===== src/rtl/shr_host_driver.sv =====
// -----------------------------------------------------------------------------
// shr_host_driver
//
// Host-side driver for a serial shift-register test harness. It accepts one
// N_BITS-wide stimulus vector and shifts it MSB-first into the target's din
// chain. It then pulses a one-cycle load/capture strobe and shifts the target's
// dout chain back in. The result is returned as one response vector.
//
// Transaction timeline, with acceptance at edge A:
//   A+0 .. A+N-1      : SHIFT, di carries req_data[N-1] down to req_data[0]
//   A+N .. A+N+1      : STROBE, stb high for exactly one cycle
//   A+N+2 .. A+2N+1   : CAPTURE, do_in sampled at each edge; first sample -> MSB
//   after A+2N+1      : RESP, rsp_valid high until the response is consumed
//
// Ports:
//   clk        in   sole clock, rising edge
//   rst_n      in   asynchronous active-low reset
//   req_valid  in   request vector offered
//   req_ready  out  high only in IDLE; accept on req_valid & req_ready
//   req_data   in   [N_BITS] stimulus vector for the target's din
//   rsp_valid  out  high only in RESP
//   rsp_ready  in   response consumed on rsp_valid & rsp_ready
//   rsp_data   out  [N_BITS] captured target dout vector
//   di         out  serial data to the target's shift-in chain
//   stb        out  one-cycle load/capture strobe to the target
//   do_in      in   serial data from the target's shift-out chain
// -----------------------------------------------------------------------------
module shr_host_driver #(
  parameter int N_BITS = 256
) (
  input  logic              clk,
  input  logic              rst_n,
  input  logic              req_valid,
  output logic              req_ready,
  input  logic [N_BITS-1:0] req_data,
  output logic              rsp_valid,
  input  logic              rsp_ready,
  output logic [N_BITS-1:0] rsp_data,
  output logic              di,
  output logic              stb,
  input  logic              do_in
);

  localparam int              CNT_W = $clog2(N_BITS) + 1;
  localparam logic [CNT_W-1:0] LAST = CNT_W'(N_BITS - 1);

  typedef enum logic [2:0] {
    IDLE,
    SHIFT,
    STROBE,
    CAPTURE,
    RESP
  } state_t;

  state_t             r_state;
  logic [CNT_W-1:0]   r_cnt;
  logic [N_BITS-1:0]  r_tx;
  logic [N_BITS-1:0]  r_rx;
  logic               r_req_ready;
  logic               r_rsp_valid;
  logic               r_di;
  logic               r_stb;
  logic               w_last;

  // The counter restarts at 0 in every phase. It is only ever compared against
  // N_BITS-1, so it never wraps within a phase.
  assign w_last = (r_cnt == LAST);

  // NOTE: all state is updated with non-blocking assignments. This way every
  // branch reads the values from before the edge. The shift registers can
  // then update in the same edge that consumes their old MSB.
  always_ff @(posedge clk or negedge rst_n) begin
    if (!rst_n) begin
      r_state     <= IDLE;
      r_cnt       <= '0;
      r_req_ready <= 1'b0;
      r_rsp_valid <= 1'b0;
      r_di        <= 1'b0;
      r_stb       <= 1'b0;
      // NOTE: the data registers are reset on purpose. rsp_data is r_rx, and
      // it must read 0 while in reset. Clearing r_tx as well keeps any partly
      // shifted vector from an aborted transaction out of later cycles.
      r_tx        <= '0;
      r_rx        <= '0;
    end else begin
      case (r_state)
        IDLE: begin
          if (r_req_ready && req_valid) begin
            // The MSB goes straight to di. The remaining bits queue behind it.
            r_di        <= req_data[N_BITS-1];
            r_tx        <= {req_data[N_BITS-2:0], 1'b0};
            r_cnt       <= '0;
            r_req_ready <= 1'b0;
            r_state     <= SHIFT;
          end else begin
            // Also covers the first edge after reset release.
            r_req_ready <= 1'b1;
          end
        end

        SHIFT: begin
          if (w_last) begin
            r_di    <= 1'b0;
            r_stb   <= 1'b1;
            r_cnt   <= '0;
            r_state <= STROBE;
          end else begin
            r_di  <= r_tx[N_BITS-1];
            r_tx  <= {r_tx[N_BITS-2:0], 1'b0};
            r_cnt <= r_cnt + 1'b1;
          end
        end

        STROBE: begin
          // The target loads and captures on this edge. Its dout MSB can first
          // be sampled on the next edge.
          r_stb   <= 1'b0;
          r_cnt   <= '0;
          r_state <= CAPTURE;
        end

        CAPTURE: begin
          r_rx <= {r_rx[N_BITS-2:0], do_in};
          if (w_last) begin
            r_rsp_valid <= 1'b1;
            r_state     <= RESP;
          end else begin
            r_cnt <= r_cnt + 1'b1;
          end
        end

        RESP: begin
          // r_rx does not shift here, so rsp_data holds until the handshake.
          if (rsp_ready) begin
            r_rsp_valid <= 1'b0;
            r_req_ready <= 1'b1;
            r_state     <= IDLE;
          end
        end

        default: begin
          r_state     <= IDLE;
          r_req_ready <= 1'b0;
          r_rsp_valid <= 1'b0;
          r_di        <= 1'b0;
          r_stb       <= 1'b0;
        end
      endcase
    end
  end

  assign req_ready = r_req_ready;
  assign rsp_valid = r_rsp_valid;
  assign rsp_data  = r_rx;
  assign di        = r_di;
  assign stb       = r_stb;

endmodule


===== config.mk =====
export PLATFORM = sky130hd
export DESIGN_NAME = shr_host_driver
export DESIGN_NICKNAME = d
export VERILOG_FILES = /design/src/rtl/shr_host_driver.sv
export SDC_FILE = /design/constraint.sdc
export NUM_CORES = 1
export LEC_CHECK = 0
export BUFFER_PORTS_ARGS = -buffer_cell sky130_fd_sc_hd__buf_2
export CAP_MARGIN = 20
export CORE_MARGIN = 5
export CORE_UTILIZATION = 35
export DETAILED_ROUTE_END_ITERATION = 8
export HOLD_SLACK_MARGIN = 0.05
export PLACE_DENSITY = 0.65
export SETUP_SLACK_MARGIN = 0.05
export SKIP_CTS_REPAIR_TIMING = 1
export SYNTH_ARGS = -nofsm -noshare
export SYNTH_HDL_FRONTEND = slang
export SYNTH_SLANG_ARGS = --single-unit

===== constraint.sdc =====
create_clock -name clk -period 2.7 [get_ports clk]
set_clock_uncertainty 0.15 [all_clocks]
set_input_delay 0 -clock clk [delete_from_list [all_inputs] [get_ports clk]]
set_output_delay 0 -clock clk [all_outputs]
set_load 0.02 [all_outputs]

**Word level (Yosys, flattened, before mapping)**

Index checks and enable logic that the tools add are counted.

- Register bits: 528
- Logic and storage cells: 61

- Add/sub/neg operators: 1
- Eq/ne operators: 11
- Muxes and demuxes: 22
- Bitwise operators: 4
- Reduce and logical (&&, ||, !) cells: 15

Operator list:

| operator | count |
|---|---|
| 256-bit two-way mux | 2 |
| 256-bit one-hot mux with 2 select lines | 1 |
| 9-bit one-hot mux with 4 select lines | 1 |
| 9-bit two-way mux | 3 |
| 3-bit one-hot mux with 5 select lines | 1 |
| 3-bit two-way mux | 4 |
| 2-bit inequality test (second input constant) | 6 |
| 3-bit OR reduction | 4 |
| 9-bit by 1-bit adder with 9-bit output (second input constant) | 1 |
| 9-bit by 8-bit == test with 1-bit output (second input constant) | 1 |
| 1-bit one-hot mux with 3 select lines | 3 |
| 3-bit AND reduction | 3 |
| 3-bit by 2-bit == test with 1-bit output (second input constant) | 2 |
| 1-bit two-way mux | 6 |
| 2-bit AND reduction | 3 |
| 1-bit NOT | 4 |
| 4-bit AND reduction | 1 |
| 4-bit nonzero test | 1 |
| 3-bit by 1-bit == test with 1-bit output (second input constant) | 1 |
| 3-bit == test (second input constant) | 1 |
| 3-bit zero test | 1 |
| 1-bit one-hot mux with 2 select lines | 1 |
| 2-bit nonzero test | 1 |
| 1-bit logical AND | 1 |

**Longest topological paths before layout**

- Word-level depth: 4
- Gate-level depth with buffers: 12

**Worst setup path before layout**

OpenSTA, ideal clock, no wires.

- Path type: register to register
- Start: reg r_cnt[0]
- End: reg r_tx[100]
- Library setup time: 0.127 ns
- Arrival: 2.022 ns
- Required time: 2.423 ns
- Setup slack: 0.401 ns
- Stages on the path, launching flop included: 11
- Clock period less this slack: 2.299 ns
- Cells stage by stage: dfrtp_1 -> ha_1 -> and3_1 -> nand3_1 -> inv_1 -> ha_1 -> nor2b_4 -> o21ai_4 -> buf_4 -> clkbuf_2 -> o21ai_2

- Word-level cells in the longest chain between the ends: 3

RTL lines:

| what | RTL line | source |
|---|---|---|
| start: declaration | 56 | `logic [CNT_W-1:0] r_cnt;` |
| start signal: assignment | 110 | `r_cnt <= r_cnt + 1'b1;` |
| start signal: assignment | 128 | `r_cnt <= r_cnt + 1'b1;` |
| 9-bit by 8-bit == test with 1-bit output | 67 | `assign w_last = (r_cnt == LAST);` |
| 2-bit inequality test (no line) | - |  |
| 3-bit AND reduction (no line) | - |  |
| end signal: assignment | 91 | `r_tx <= {req_data[N_BITS-2:0], 1'b0};` |
| end signal: assignment | 109 | `r_tx <= {r_tx[N_BITS-2:0], 1'b0};` |
| end: declaration | 57 | `logic [N_BITS-1:0] r_tx;` |

Every way passes these cells.
A chain may end at the register's enable or synchronous reset.

**Final worst setup path**

- Start: reg r_cnt[0]
- End: reg r_tx[47]

The elaborated chain is that of the path after synthesis.

==> impl_results.md <==
- Minimum clock period: 2.49 ns
- Number of global-route vias before repair: 16000
- Fill count: 5684
- CP Data Arrival Time: 2.81 ns
- Gr usage total: 0.155
- CTS Buf Count: 58
- Clk Latency, worst-skew pair: 0.60 ns
- Tcrit/Tclk final: 0.923
- Hold WC Path Type: input port to async pin
- Synth async-reset ratio: 1.00
- Maximum VDD drop: 0.578 mV
- Clk slew on worst S/H paths: 0.06 ns
- Syn Inst Count: 1748
- Final WL: 61500 µm
- Via density: 4.77
- Max-cap violations: 0
- Synth Area in XOR/XNOR: 0.000379
- Clock Tree Root: clkbuf_16
- Adder-cell share of the synthesized area: 0.00162
- Critical Path RT: 3.02 ns
- Slew @ Worst Pin: 0.520 ns
- Die X: 267 µm
- Mapped Nets: 2012
- Worst Path Max Fanout: 95
- PD cells: 687 mW/mm²
- Largest family of logic cells by synthesized area: multiplexers
- Setup crit end kind: flop
- Final net count: 2795
- Min Hold Slack: 0.0400 ns
- Slew Limit Headroom: 0.653
- P_leak: 0.0169 µW
- Synth Flop Type: dfrtp_1
- Pre-CTS WS: 0.127 ns
- Initial core utilization: 0.353
- Outcome: complete, no violations
- Maximum clock insertion buffer count: 3
- CTS tree: built
- First-pass GRT wire length: 89600 µm
- Area growth syn-to-layout: 34.9%
- Largest net degree at the start of global routing: 96
- Synthesized area per cell: 13.2 µm²
- Most frequent cells in the layout: 527 x dfrtp_1, 519 x buf_2, 266 x nand2_1, 264 x dlygate4sd3_1, 257 x mux2_2
- # IOs: 521
- DP HPWL: 41500 µm
- Vias: 16400
- Buffers on Ports: 520
- Worst Setup Slack, final: 0.207 ns
- Die area: 0.0713 mm²
- Reg2Reg Launch Point: r_cnt[0]
- Initial DRC Count: 834
- Kind of critical path: flop to flop
- FP Rows: 94
- Initial antenna violation count: 2
- Unrepaired setup endpoints after global routing: yes
- CTS H-Tree Depth: 2
- Compound-Gate Fraction of Synth Area: 0.0959
- Final Hold Viols: 0
- Most common cell after layout, fill and taps aside: dfrtp_1
- Die Ht: 267 µm
- Cell variety after synth: 43
- Fmax: 401 MHz
- FF+latch count, synth: 527
- Pre-Repair DR Iteration Count: 5
- Sink Count: 527
- Final setup viols: 0
- Ratio of cells with drive above 1 in the final layout: 0.441
- Crit path from: r_cnt[0]
- Startpoint Class: flop
- Final ANT Viol Nets: 0
- Sequential-to-total area share from yosys stat: 0.570
- EDFF count, synth: 0
- Area of the core: 0.0656 mm²
- Post-synthesis mux area share: 0.235
- Total grt overflow: 0
- Synth Warn #: 0
- Gpl congestion: 0.829
- DP Cell Count: 3070
- Wirelength per Cell: 17.8 µm
- Total Neg Setup Slack: 0 ns
- Post-route insts no fill: 3447
- Post-synthesis simple-gate area fraction: 0.0519
- Pins over their slew limit: 0
- Remaining DRCs: 0
- Post-synthesis cell area: 0.0231 mm²
power by group:
group | internal (µW) | total [µW] | switching, µW
Sequential | 9280 | 10100 | 817
Combinational | 1700 | 3260 | 1560
Clock | 4810 | 8070 | 3270
critical path, stage by stage (launching register included):
cell,delay [ns]
dfrtp_1,0.42
ha_2,0.22
and3_4,0.20
nand3_1,0.12
inv_1,0.08
ha_2,0.19
nor2b_4,0.05
o21ai_4,0.16
buf_12,0.20
buf_16,0.34
o21ai_1,0.14
registers in the layout (all words and copies together) (netlist names):
signal / count
rsp_data: 256
r_state: 3
r_tx: 255
di: 1
rsp_valid: 1
stb: 1
r_cnt: 9
req_ready: 1
path summary, 6_finish.rpt:
check	endpoint	slack, ns	cells after the start
setup / recovery	r_tx[47]	0.21	10
hold / removal	r_tx[210]	0.04	3
setup reg to reg	r_tx[47]	0.21	10
hold reg to reg	r_tx[246]	0.33	2
max in group asynchronous	r_tx[109]	1.88	3
min in group clk	r_tx[138]	0.07	4
metrics by stage:
stage          cell area, µm²  total power, µW   util
2_1_floorplan           23100            12100      -
3_3_place_gp            26500            13000  0.404
3_5_place_dp            26500            13200  0.404
4_1_cts                 28500            21400  0.434
5_1_grt                 31200            22500  0.476
6_report                31200            21400  0.476
synth_stat cells, types with 2 or more instances:
library cell  number  area (µm²)
nor2b_1            2        12.5
nor2_1             9        33.8
inv_1              7        26.3
buf_12             6         120
nor3b_1            3        22.5
a211oi_1           2        15.0
ha_1               3        37.5
nor3_1             2        10.0
a21oi_1            7        35.0
nand2_1          267        1000
nor2_8             2        40.0
buf_4              4        30.0
buf_8              7         105
o22ai_1            2        12.5
clkbuf_2          21         105
o21ai_1           52         260
buf_6             44         495
nand3_1            3        15.0
clkbuf_1           7        26.3
mux2_2           257        2890
mux2i_1          254        2540
and3_1             2        12.5
dfrtp_1          527       13200
o21ai_2          197        1730
o21ai_0           17        85.1
buf_2             27         135
layout make-up:
type / count / area [µm²] / area share
Antenna cell: 3 / 7.51 / 0.000241
Clock buffer: 89 / 1770 / 0.0567
Clock inverter: 20 / 216 / 0.00693
Inverter: 7 / 26.3 / 0.000842
Multi-Input combinational cell: 1097 / 8920 / 0.286
Sequential cell: 527 / 13200 / 0.422
Tap cell: 864 / 1080 / 0.0346
Timing Repair Buffer: 840 / 6010 / 0.193
layer usage:
metal,share of wire,global-route usage
met5,0,0
met4,0.034,0.0419
met2,0.51,0.264
met3,0.061,0.0446
met1,0.40,0.193
cell families after synthesis:
| group | Yosys count |
|---|---|
| DFF | 527 |
| muxes | 511 |
| and+or+nand+nor | 296 |
| AOI/OAI and AO/OA | 286 |
| buffers and inverters | 124 |
| adders and majority gates | 3 |
| xor gates and xnor gates | 1 |
Note: power is estimated with default switching activity, not from simulation.
